**config.mk**
```make
export PLATFORM = sky130hd
export DESIGN_NAME = branch_sequencer_flat
export DESIGN_NICKNAME = d
export VERILOG_FILES = /design/src/rtl/branch_pkg.sv /design/src/rtl/branch_sequencer_if.sv /design/src/rtl/branch_cond_eval.sv /design/src/rtl/branch_sequencer.sv /design/src/flat_wrapper.sv
export SDC_FILE = /design/constraint.sdc
export NUM_CORES = 1
export LEC_CHECK = 0
export CAP_MARGIN = 0
export CORE_ASPECT_RATIO = 1.4
export CORE_MARGIN = 2
export CORE_UTILIZATION = 25
export CTS_CLUSTER_SIZE = 8
export DETAILED_ROUTE_END_ITERATION = 8
export PLACE_DENSITY = 0.52
export SYNTH_ARGS = -nofsm -noshare
export SYNTH_HDL_FRONTEND = slang
export SYNTH_SLANG_ARGS = --single-unit
```
**constraint.sdc**
```tcl
create_clock -name clk -period 8 [get_ports clk]
set_clock_uncertainty 0.1 [all_clocks]
set_input_delay 2.4 -clock clk [delete_from_list [all_inputs] [get_ports clk]]
set_output_delay 2.4 -clock clk [all_outputs]
set_load 0.03 [all_outputs]
```
**src/rtl/branch_pkg.sv**
```systemverilog
// Shared definitions for the branch sequencer: condition codes, FSM states
// and the sequential fetch increment.
package branch_pkg;

    // funct3 encodings of the supported conditional branches
    localparam logic [2:0] BR_EQ = 3'b000;
    localparam logic [2:0] BR_LT = 3'b100;
    localparam logic [2:0] BR_GT = 3'b101;

    // Byte distance between sequentially fetched instructions
    localparam int unsigned PC_INC = 4;

    // RUN: normal fetch; PEND: a taken redirect is waiting for the stall to clear
    typedef enum logic {
        RUN  = 1'b0,
        PEND = 1'b1
    } seq_state_e;

endpackage

```
**src/rtl/branch_sequencer_if.sv**
```systemverilog
// EX-stage / hazard-unit bundle seen by the branch sequencer. The slave side
// is the sequencer itself; the master side is whatever drives the EX operands.
interface branch_sequencer_if #(
    parameter int unsigned XLEN  = 64,
    parameter int unsigned CNT_W = 32
);

    logic             stall;
    logic             ex_valid;
    logic             ex_is_branch;
    logic [2:0]       ex_funct3;
    logic [XLEN-1:0]  ex_rs1_data;
    logic [XLEN-1:0]  ex_rs2_data;
    logic [XLEN-1:0]  ex_pc;
    logic [XLEN-1:0]  ex_imm;

    logic [XLEN-1:0]  pc;
    logic             if_flush;
    logic             id_flush;
    logic             branch_taken;
    logic [CNT_W-1:0] branch_cnt;
    logic [CNT_W-1:0] taken_cnt;

    modport master (
        output stall, ex_valid, ex_is_branch, ex_funct3,
               ex_rs1_data, ex_rs2_data, ex_pc, ex_imm,
        input  pc, if_flush, id_flush, branch_taken, branch_cnt, taken_cnt
    );

    modport slave (
        input  stall, ex_valid, ex_is_branch, ex_funct3,
               ex_rs1_data, ex_rs2_data, ex_pc, ex_imm,
        output pc, if_flush, id_flush, branch_taken, branch_cnt, taken_cnt
    );

endinterface

```
**src/rtl/branch_cond_eval.sv**
```systemverilog
// Combinational branch condition evaluator. Operands are compared as unsigned
// values; unknown funct3 codes never take.
module branch_cond_eval
    import branch_pkg::*;
#(
    parameter int unsigned XLEN = 64
) (
    input  logic [2:0]      funct3_i,
    input  logic [XLEN-1:0] a_i,
    input  logic [XLEN-1:0] b_i,
    output logic            taken_o
);

    // Select the comparison named by funct3; default keeps the output defined
    always_comb begin
        taken_o = 1'b0;
        case (funct3_i)
            BR_EQ:   taken_o = (a_i == b_i);
            BR_LT:   taken_o = (a_i <  b_i);
            BR_GT:   taken_o = (a_i >  b_i);
            default: taken_o = 1'b0;
        endcase
    end

endmodule

```
**src/rtl/branch_sequencer.sv**
```systemverilog
// Program-counter owner. Resolves EX-stage conditional branches, redirects
// fetch, parks a taken redirect while the hazard unit stalls, and keeps
// saturating branch statistics.
module branch_sequencer
    import branch_pkg::*;
#(
    parameter int unsigned     XLEN     = 64,
    parameter logic [XLEN-1:0] RESET_PC = '0,
    parameter int unsigned     CNT_W    = 32
) (
    input  logic              clk,
    input  logic              reset,
    branch_sequencer_if.slave bus
);

    seq_state_e       state_q, state_d;
    logic [XLEN-1:0]  pc_q, pc_d;
    logic [XLEN-1:0]  pendTarget_q, pendTarget_d;
    logic [CNT_W-1:0] branchCnt_q, branchCnt_d;
    logic [CNT_W-1:0] takenCnt_q, takenCnt_d;

    logic             condTrue;
    logic             qualified;
    logic             branchTaken;
    logic             flush;
    logic [XLEN-1:0]  branchTarget;

    branch_cond_eval #(
        .XLEN(XLEN)
    ) u_cond (
        .funct3_i (bus.ex_funct3),
        .a_i      (bus.ex_rs1_data),
        .b_i      (bus.ex_rs2_data),
        .taken_o  (condTrue)
    );

    // Offset is in halfwords; the sum wraps silently at XLEN bits
    assign branchTarget = bus.ex_pc + (bus.ex_imm << 1);

    // State register: reset wins over any pending or same-cycle redirect
    always_ff @(posedge clk) begin
        if (reset) begin
            state_q      <= RUN;
            pc_q         <= RESET_PC;
            pendTarget_q <= '0;
            branchCnt_q  <= '0;
            takenCnt_q   <= '0;
        end else begin
            state_q      <= state_d;
            pc_q         <= pc_d;
            pendTarget_q <= pendTarget_d;
            branchCnt_q  <= branchCnt_d;
            takenCnt_q   <= takenCnt_d;
        end
    end

    // Next-state logic: redirect, park the redirect under stall, or step fetch
    always_comb begin
        state_d      = state_q;
        pc_d         = pc_q;
        pendTarget_d = pendTarget_q;
        branchCnt_d  = branchCnt_q;
        takenCnt_d   = takenCnt_q;

        case (state_q)
            RUN: begin
                if (branchTaken) begin
                    if (bus.stall) begin
                        pendTarget_d = branchTarget;
                        state_d      = PEND;
                    end else begin
                        pc_d = branchTarget;
                    end
                end else if (!bus.stall) begin
                    pc_d = pc_q + XLEN'(PC_INC);
                end
            end
            PEND: begin
                if (!bus.stall) begin
                    pc_d    = pendTarget_q;
                    state_d = RUN;
                end
            end
            default: state_d = RUN;
        endcase

        if (qualified && (branchCnt_q != '1)) begin
            branchCnt_d = branchCnt_q + CNT_W'(1);
        end
        if (branchTaken && (takenCnt_q != '1)) begin
            takenCnt_d = takenCnt_q + CNT_W'(1);
        end
    end

    // Output logic: EX inputs only count in RUN; flushes stay up while parked
    always_comb begin
        qualified   = bus.ex_valid && bus.ex_is_branch && (state_q == RUN) && !reset;
        branchTaken = qualified && condTrue;
        flush       = !reset && (branchTaken || (state_q == PEND));
    end

    assign bus.pc           = pc_q;
    assign bus.if_flush     = flush;
    assign bus.id_flush     = flush;
    assign bus.branch_taken = branchTaken;
    assign bus.branch_cnt   = branchCnt_q;
    assign bus.taken_cnt    = takenCnt_q;

endmodule
```
**src/flat_wrapper.sv**
```systemverilog
// flat-port wrapper written by rule: the top's interface ports become plain ports
module branch_sequencer_flat import branch_pkg::*;
#(
    parameter int unsigned     XLEN     = 64,
    parameter logic [XLEN-1:0] RESET_PC = '0,
    parameter int unsigned     CNT_W    = 32
)
  (clk, reset, bus_stall, bus_ex_valid, bus_ex_is_branch, bus_ex_funct3, bus_ex_rs1_data, bus_ex_rs2_data, bus_ex_pc, bus_ex_imm, bus_pc, bus_if_flush, bus_id_flush, bus_branch_taken, bus_branch_cnt, bus_taken_cnt);
  branch_sequencer_if #(.XLEN(XLEN), .CNT_W(CNT_W)) bus_i ();
  input  logic clk;
  input  logic reset;
  input wire logic [$bits(bus_i.stall)-1:0] bus_stall;
  input wire logic [$bits(bus_i.ex_valid)-1:0] bus_ex_valid;
  input wire logic [$bits(bus_i.ex_is_branch)-1:0] bus_ex_is_branch;
  input wire logic [$bits(bus_i.ex_funct3)-1:0] bus_ex_funct3;
  input wire logic [$bits(bus_i.ex_rs1_data)-1:0] bus_ex_rs1_data;
  input wire logic [$bits(bus_i.ex_rs2_data)-1:0] bus_ex_rs2_data;
  input wire logic [$bits(bus_i.ex_pc)-1:0] bus_ex_pc;
  input wire logic [$bits(bus_i.ex_imm)-1:0] bus_ex_imm;
  output wire logic [$bits(bus_i.pc)-1:0] bus_pc;
  output wire logic [$bits(bus_i.if_flush)-1:0] bus_if_flush;
  output wire logic [$bits(bus_i.id_flush)-1:0] bus_id_flush;
  output wire logic [$bits(bus_i.branch_taken)-1:0] bus_branch_taken;
  output wire logic [$bits(bus_i.branch_cnt)-1:0] bus_branch_cnt;
  output wire logic [$bits(bus_i.taken_cnt)-1:0] bus_taken_cnt;
  assign bus_i.stall = bus_stall;
  assign bus_i.ex_valid = bus_ex_valid;
  assign bus_i.ex_is_branch = bus_ex_is_branch;
  assign bus_i.ex_funct3 = bus_ex_funct3;
  assign bus_i.ex_rs1_data = bus_ex_rs1_data;
  assign bus_i.ex_rs2_data = bus_ex_rs2_data;
  assign bus_i.ex_pc = bus_ex_pc;
  assign bus_i.ex_imm = bus_ex_imm;
  assign bus_pc = bus_i.pc;
  assign bus_if_flush = bus_i.if_flush;
  assign bus_id_flush = bus_i.id_flush;
  assign bus_branch_taken = bus_i.branch_taken;
  assign bus_branch_cnt = bus_i.branch_cnt;
  assign bus_taken_cnt = bus_i.taken_cnt;
  branch_sequencer #(.XLEN(XLEN), .RESET_PC(RESET_PC), .CNT_W(CNT_W)) u_core (.clk(clk), .reset(reset), .bus(bus_i));
endmodule
```
==> run metrics, run 1 <==
First-pass DRT Iterations 5; slowest stage delay, CP 0.45 ns; Switching Fraction 34.3%; Routed wire per std cell between 15 and 20 microns; WP data required 5.50 ns; CTS Sinks 193; Die Width 211 microns; Arrival @ worst endpoint between 5 and 6 ns; synthesis-to-finish area growth 35.3%; Worst Setup Path Type input pin to primary output; sequential element share of the synthesized area 25.7%; initial antenna violation count 1; Pwr Density 130 nW/um^2; fin area 20300 sq um; Mapped Nets 2405; fraction of layout cells with a size suffix above 1 4.56%; via/cell ratio slightly above 5; Initial Util between 20% and 30%; count of state elements after synthesis 193; cell-by-cell trace of the critical path clkdlybuf4s50_1, inv_1, ha_1, and4_1, a221oi_1, buf_4, o2111ai_1, a211oi_2, mux2i_1, a21bo_2, inv_4, buf_4, buf_4; Synth top area share 25.7%; Routed Antenna Nets 0; # rows approximately 110; Slew HR between 10% and 20%; Vias 15974; period utilisation layout 97.8%; hpwl dp about 47000 microns; IO Pins about 400; crit start category input pin; Synth cell types 85; Setup TNS 0 ns; Nets approximately 2800; Hold Violations, Final 0; core area 59500 sq um; vias in the first global route about 16000; status completed; clock buffer depth 2; top_reg_cell synth dfxtp_1; mux cell area share after synthesis 1.14%; Worst Setup End Kind primary output; Slew @ Worst Pin 1.21 ns; final wirelength 60000 microns; largest net degree at the start of global routing 90; Post-Synth XOR/XNOR Area 10.4%; Peak VDD IR 0.000121 V; Final min period 7.82 ns; Placer Congestion 0.905; Internal Power 1.74 mW; Hold Path Class register to register; EDFF count, synth 0; P_sw 907 uW; CP max-delay cell clkdlybuf4s50_1; most used cell, CP buf_4; gr usage total a little under a fifth; combinational share of power 29.3%; post-synthesis simple-gate area fraction between 20% and 30%; Netlist Area Pre-Place 15000 sq um; ys async rst share 0%; Gate Count Post-Synth 2011; synth top area cells dfxtp_1, ha_1, a21oi_1; First DRT Iteration DRCs just under 800; global-route wire length before repair 89800 microns; Max Freq 0.128 GHz; compound-cell area share of the yosys netlist 21.2%; main combinational cell family by area after synthesis simple AND/OR/NAND/NOR gates; total grt overflow 0; RSZ-0062 raised after global routing no; Final setup viols 0; H-tree levels 4; Die Ht slightly below 300 microns; Core Util, Final around 34%; Sequential Power Share 38.0%; setup bufs post-CTS 0; cell taking the most area after synthesis dfxtp_1; DIE AREA 62100 sq um; Clk pwr share 32.7%; Antenna diodes 0; Slew Limit Fails 0; Post-Synth Adder-Cell Area 10.9%; CTS tree built; YS warnings 0; Worst-Skew Late Latency 0.45 ns; CP Max Fanout 4; Residual DRC 0; Lkg Pwr 7.89 nW; DP Area 19700 sq um; Max Cap Viol 0; Clk Tree Root Cell clkbuf_16; average cell area after synthesis 7.47 sq um; CTS Buf Count 17; Design Power 2.65 mW; PortBufs just under 400; Reg clk slew, reported paths 0.07 ns
-- power by group through the flow --
stage | combinational (mW) | sequential, mW | clock, mW
floorplan | 0.413 | 1.05 | 0
global placement | 0.768 | 1.03 | 0
detailed placement | 0.775 | 1.03 | 0
CTS | 0.780 | 1.01 | 0.901
global route | 0.845 | 1.01 | 0.930
finish | 0.776 | 1.01 | 0.865
-- critical path: cells and delay by family --
family,cells,cell delay (ns)
AND/OR/NAND/NOR,1,0.21
buffers and inverters,6,1.05
adder cells (fa/ha/maj),1,0.34
multiplexers,1,0.32
AO/OA/AOI/OAI,4,0.97
-- cell families after synthesis --
logic type / Yosys count
AO/OA/AOI/OAI: 509
XOR/XNOR: 179
adder cells (fa/ha/maj): 130
buffers and inverters: 219
flip-flops: 193
multiplexers: 17
AND/OR/NAND/NOR: 764
-- metal layers --
| layer | wire length [microns] | track usage (%) |
|---|---|---|
| met3 | 3580 | 3.44 |
| met2 | 31500 | 35.9 |
| met4 | 2060 | 7.51 |
| met1 | 22800 | 19.5 |
| met5 | 17 | 0 |
-- metrics by stage --
| stage | hold slack, ns | instances | worst slack [ns] |
|---|---|---|---|
| after floorplan | 0.325 | 2011 | 0.433 |
| after global placement | 0.331 | 3093 | 0.0646 |
| after detailed placement | 0.345 | 3093 | 0.00482 |
| after CTS | 0.354 | 3125 | 0.0794 |
| after global routing | 0.373 | 3125 | 0.0298 |
| final | 0.354 | 3125 | 0.178 |
-- layout by cell type, fill, tap and decap left out, types with 6 or more instances in the layout --
cell type	n
nand3_1	89
o31ai_1	7
a221oi_1	19
a21oi_1	238
xnor2_1	120
nand2_1	246
o211a_1	13
nor4_2	9
xor2_1	59
o21ai_1	17
and4_1	9
o211ai_1	6
o21bai_1	9
mux2i_1	16
and3_1	43
o21ai_0	68
nand4_1	56
a211oi_1	10
nand2b_1	11
nor2_1	166
and2_1	11
or3_1	6
nor4_1	17
clkbuf_16	17
o21a_1	17
a21o_1	36
clkdlybuf4s50_1	388
ha_1	129
a31oi_1	11
dfxtp_1	192
buf_4	38
nor3_1	67
inv_1	116
nor2b_1	9
-- cell usage after synthesis (59+ instances only) --
library cell,n
a21oi_1,239
clkbuf_1,73
dfxtp_1,193
ha_1,129
inv_1,116
nand2_1,246
nand3_1,89
nor2_1,168
nor3_1,67
o21ai_0,68
xnor2_1,120
xor2_1,59
-- final timing paths --
kind	from	to	slack [ns]	cells after the start
worst min register to register	u_core.pendTarget_q[3]	u_core.pendTarget_q[3]	0.35	2
worst max register to register	u_core.state_q	u_core.bus.pc[53]	3.57	11
worst min-delay path	u_core.pendTarget_q[3]	u_core.pendTarget_q[3]	0.35	2
worst max-delay path	bus_ex_rs2_data[30]	bus_branch_taken	0.18	13
-- what timing repair did --
action,4_1_cts,5_1_grt
setup endpoints to repair,2,2
pin swaps,0,3
gates cloned,0,0
hold buffers,0,0
gates resized for setup,1,5
-- registers in the layout (all words and copies together), names as in the netlist --
signal and count:
u_core.bus.pc 64, u_core.bus.taken_cnt 32, u_core.bus.branch_cnt 32, u_core.pendTarget_q 64
u_core.state_q 1
-- layout make-up --
cell class	instances	area (sq um)
fillers	6285	39200
multi-input cells	1599	10300
repair buffers	426	4170
flip-flops and latches	193	3860
well taps	756	946
inverters	119	449
clock buffers	18	429
clock inverters	14	148
Note: power is estimated with default switching activity, not from simulation.
==> run 2: changes to the inputs <==
--- a/config.mk
+++ b/config.mk
@@ -5,7 +5,7 @@
 export SDC_FILE = /design/constraint.sdc
 export NUM_CORES = 1
 export LEC_CHECK = 0
-export CAP_MARGIN = 0
+export CAP_MARGIN = 10
 export CORE_ASPECT_RATIO = 1.4
 export CORE_MARGIN = 2
 export CORE_UTILIZATION = 25
==> run metrics, run 2 (synthesis gave the netlist of run 1 again) <==
Peak VDD IR 0.000122 V (+0.65%); fraction of layout cells with a size suffix above 1 4.60% (+0.040 points); CTS tree built; crit start category input pin; Pwr Density 130 nW/um^2 (about the same); Lkg Pwr 7.90 nW (about the same); largest net degree at the start of global routing 90 (unchanged); hpwl dp 46900 microns (unchanged); IO Pins 395 (unchanged); Initial Util 25.2% (unchanged); # rows 106 (unchanged); Antenna diodes 0 (unchanged); initial antenna violation count 1 (unchanged); Hold Path Class register to register; Slew Limit Fails 0 (unchanged); Residual DRC 0 (unchanged); Routed Antenna Nets 0 (unchanged); RSZ-0062 raised after global routing no; vias in the first global route 15891 (unchanged); H-tree levels 4 (unchanged); WP data required 5.50 ns (about the same); Die Width 211 microns (unchanged); commonest non-fill, non-tap cell in the layout clkdlybuf4s50_1; Hold Violations, Final 0 (unchanged); First DRT Iteration DRCs 741 (-5.7%); Final setup viols 0 (unchanged); gr usage total 18.6% (unchanged); CP Max Fanout 4 (unchanged); Slew HR 28.5% (+9.3 points); Nets 2751 (+0.036%); Worst Setup Path Type input pin to primary output; Final min period 7.83 ns (+0.0120 ns); Slew @ Worst Pin 1.07 ns (-0.132 ns); Die Ht 294 microns (unchanged); status completed; CTS Buf Count 17 (unchanged); core area 59500 sq um (unchanged); Max Freq 0.128 GHz (-0.15%); Reg clk slew, reported paths 0.07 ns (about the same); final wirelength 60100 microns (about the same); Placer Congestion 0.905 (unchanged); commonest cells after routing, fill and taps aside clkdlybuf4s50_1, nand2_1, a21oi_1; clock buffer depth 2 (unchanged); Vias 15956 (-0.11%); total grt overflow 0 (unchanged); Arrival @ worst endpoint 5.33 ns (about the same); Max Cap Viol 0 (unchanged); period utilisation layout 97.9% (+0.15 points); global-route wire length before repair 89800 microns (unchanged); PortBufs 393 (unchanged); via/cell ratio 5.10 (-0.14%); CTS Sinks 193 (unchanged); Setup TNS 0 ns (unchanged); First-pass DRT Iterations 5 (unchanged); DIE AREA 62100 sq um (unchanged); Clk Tree Root Cell clkbuf_16; Worst-Skew Late Latency 0.46 ns (about the same); synthesis-to-finish area growth 35.4% (about the same); Worst Setup End Kind primary output; Routed wire per std cell 19.2 microns (about the same); cts hold-fix bufs 0 (unchanged); Worst Hold Margin 0.355 ns (+0.00163 ns)
==> run 2: worst paths after layout <==
check | from | to | slack, ns | depth (start not counted)
setup / recovery | bus_ex_rs2_data[30] | bus_branch_taken | 0.17 | 13
hold / removal | u_core.pendTarget_q[3] | u_core.pendTarget_q[3] | 0.36 | 2
setup reg to reg | u_core.state_q | u_core.bus.pc[53] | 3.55 | 11
hold reg to reg | u_core.pendTarget_q[3] | u_core.pendTarget_q[3] | 0.36 | 2
==> run 2: final cells by class <==
| class | instances | area [sq um] |
|---|---|---|
| tap | 756 | 946 |
| sequential | 193 | 3860 |
| multi-input combinational | 1599 | 10300 |
| inverter | 119 | 449 |
| timing repair buffer | 427 | 4180 |
| fill | 6286 | 39200 |
| clock inverter | 14 | 148 |
| clock buffer | 18 | 429 |
==> run 2: power breakdown <==
group	internal [mW]	switching, mW
Sequential	0.980	0.0279
Clock	0.416	0.451
Combinational	0.346	0.431
==> run 2: metrics by stage <==
step | total power, mW | instance area [sq um] | util, % | instances | worst slack [ns]
6_report | 2.65 | 20300 | 34.1 | 3126 | 0.165
5_1_grt | 2.79 | 20300 | 34.1 | 3126 | 0.0298
4_1_cts | 2.69 | 20300 | 34.1 | 3125 | 0.0794
3_5_place_dp | 1.80 | 19700 | 33.1 | 3093 | 0.00482
3_3_place_gp | 1.80 | 19700 | 33.1 | 3093 | 0.0646
2_1_floorplan | 1.47 | 15000 | - | 2011 | 0.433
==> run 2: repair_timing <==
| item | in CTS | in global routing |
|---|---|---|
| gates cloned | 0 | 0 |
| buffers inserted | 0 | 0 |
| resized for setup | 1 | 5 |
| endpoints found under the setup margin | 2 | 2 |
| pin swaps | 0 | 3 |
==> run 2: metal layers <==
| metal | up-vias | part of all wire (%) | GRT usage [%] |
|---|---|---|---|
| met5 | - | 0.028 | 0 |
| met4 | 2 | 3.4 | 7.51 |
| met3 | 76 | 5.5 | 3.44 |
| met2 | 476 | 53 | 35.9 |
| met1 | 7569 | 39 | 19.5 |
| li1 | 7833 | - | - |
==> run 2: critical path: stages <==
cell and delay, ns:
clkdlybuf4s50_1 0.45, inv_1 0.05, ha_1 0.34, and4_1 0.21, a221oi_1 0.28, buf_4 0.18
o2111ai_1 0.12, a211oi_2 0.38, mux2i_1 0.33, a21bo_2 0.21, inv_4 0.05, buf_4 0.15
buf_4 0.17
==> edit, RTL diff (config.mk and constraints of run 1) <==
`XLEN` is set to 64 in 4 places; all go to 128.
--- a/src/rtl/branch_sequencer_if.sv
+++ b/src/rtl/branch_sequencer_if.sv
@@ -3,3 +3,3 @@
 interface branch_sequencer_if #(
-    parameter int unsigned XLEN  = 64,
+    parameter int unsigned XLEN  = 128,
     parameter int unsigned CNT_W = 32
--- a/src/rtl/branch_cond_eval.sv
+++ b/src/rtl/branch_cond_eval.sv
@@ -5,3 +5,3 @@
 #(
-    parameter int unsigned XLEN = 64
+    parameter int unsigned XLEN = 128
 ) (
--- a/src/rtl/branch_sequencer.sv
+++ b/src/rtl/branch_sequencer.sv
@@ -6,3 +6,3 @@
 #(
-    parameter int unsigned     XLEN     = 64,
+    parameter int unsigned     XLEN     = 128,
     parameter logic [XLEN-1:0] RESET_PC = '0,
--- a/src/flat_wrapper.sv
+++ b/src/flat_wrapper.sv
@@ -3,3 +3,3 @@
 #(
-    parameter int unsigned     XLEN     = 64,
+    parameter int unsigned     XLEN     = 128,
     parameter logic [XLEN-1:0] RESET_PC = '0,
Interface: changed (5 resized); port bits go from 395 to 715. The function was not compared with the original's and may differ.
==> edit against run 1 <==
- design area increased by 93%
- sequential cell count increased by 128
- synthesized area increased by 91%
- routed wire length increased by 140%
- setup slack got worse by 150 ps
- power increased by 100%
- sequential share of layout area decreased by 2.6 points
- via count increased by 99%
- critical path type unchanged
- fmax decreased by 1.9%
- largest power group is now clock
==> edit: results (changes against run 1) <==
run_status:
  outcome: "finished, final reports clean"
logic_synthesis:
  synth_top_area_share_pct: 22.4  # -3.3 points
  mappedNetlistNets: 4664  # +94%
  synth_common_cells: "nand2_1 (504), a21oi_1 (467), dfxtp_1 (321)"
  ys_top_cells_by_area: "dfxtp_1 (22%), ha_1 (11%), a21oi_1 (8.2%)"
  synth.yosys.seq_area_share_pct: 22.4  # -3.3 points
clock_tree:
  htree_levels: 2  # -2
  clkSlewWorstSetupHoldPaths_ps: 50  # -20 ps
  clockBufferDepth: 3  # +1
layout:
  finalNetCount: 5314  # +93%
  drive_gt1_share_pct: 6.03  # +1.5 points
global_routing:
  antenna_found_initial: 7  # +6
  met1_usage_pct: 28.4  # +8.9 points
  grt_pass1_wl_um: 212000  # +140%
  grt_start_max_net_pins: 165  # +83%
timing:
  slew_headroom_pct: 30.4  # +11 points
placement:
  hpwl_um: 119000  # +150%
  gp_congestion: 0.968  # +7.0%
  pre_cts_slack_ps: -622  # -627 ps
drt:
  wl_um: 147000  # +140%
  vias: 31800  # +99%
  first_iter_violations: 2191  # +180%
power_and_ir_drop:
  leakage_nw: 15.9  # +100%
critical_path:
  r2r-end: "u_core.bus.taken_cnt[27]"
  cp-endpoint: "bus_if_flush"
  cp_max_fo: 3  # -1
  crit_path_start: "bus_ex_rs2_data[94]"
## edit: changes by cell type after synthesis, moves of 100 or more
cell and change:
ha_1 +128, o21ai_0 +100, a21oi_1 +228, nand2_1 +258
nor2_1 +129, dfxtp_1 +128
## edit: timing repair
item | 4_1_cts | 5_1_grt
gates resized for setup | 57 | 25
cloned | 0 | 0
pin swaps | 23 | 8
hold buffers | 0 | 0
buffers inserted | 6 | 1
endpoints found under the setup margin | 3 | 3
## edit: final cells by class
cell class / count / area, um2 / share of cell area (%)
Clock inverter: 3 / 56.3 / 0.144
Clock buffer: 53 / 1190 / 3.03
Multi-Input combinational cell: 3148 / 20800 / 53.2
Sequential cell: 321 / 6430 / 16.4
Timing Repair Buffer: 811 / 8010 / 20.4
Tap cell: 1490 / 1860 / 4.76
Inverter: 208 / 790 / 2.02
Antenna cell: 7 / 17.5 / 0.0447
## edit: worst max-delay path: cells and delay by family
family	cells	cell delay, ps
compound gates	3	850
simple gates	7	1040
buf+inv	5	850
fa+ha+maj	1	320
## edit: report_power, final
group	total (mW)	switching, mW	internal (mW)	leakage, nW
sequential	1.71	0.0718	1.64	2.61
clock	1.83	0.788	1.04	0.608
combinational	1.82	1.06	0.755	12.7
## edit: logic make-up after synthesis
logic type               after synthesis  synth area share (%)
AND/OR/NAND/NOR                     1380                  23.1
AO/OA/AOI/OAI                       1141                  25.6
buffers and inverters                417                  6.03
flip-flops                           321                  22.4
XOR/XNOR                             299                  9.14
adder cells (fa/ha/maj)              258                  11.3
multiplexers                          70                  2.47
## edit: how the worst min path moves through the flow
stage | endpoint | slack, ps | depth (start not counted) | from
after detailed placement | u_core.pendTarget_q[105] | 340 | 2 | u_core.pendTarget_q[105]
final | u_core.pendTarget_q[105] | 350 | 2 | u_core.pendTarget_q[105]
after global placement | u_core.pendTarget_q[126] | 340 | 2 | u_core.pendTarget_q[126]
after CTS | u_core.pendTarget_q[105] | 350 | 2 | u_core.pendTarget_q[105]
after global routing | u_core.pendTarget_q[4] | 370 | 2 | u_core.pendTarget_q[4]
after floorplan | u_core.pendTarget_q[121] | 330 | 2 | u_core.pendTarget_q[121]
## edit: stage by stage
| step | power, mW | area [um2] | hold WS [ps] | cells |
|---|---|---|---|---|
| after floorplan | 2.70 | 28700 | 327 | 3886 |
| after global placement | 3.52 | 37500 | 340 | 5972 |
| after detailed placement | 3.52 | 37500 | 345 | 5972 |
| after CTS | 5.39 | 39100 | 352 | 6033 |
| after global routing | 5.61 | 39200 | 373 | 6038 |
| final | 5.35 | 39200 | 348 | 6041 |
## edit: per-layer routing
metal  part of all wire (%)  vias to the layer above
li1                       -                    15300
met1                     41                    15200
met2                     50                     1026
met3                    5.4                      192
met4                    4.0                        0
met5                      0                        -
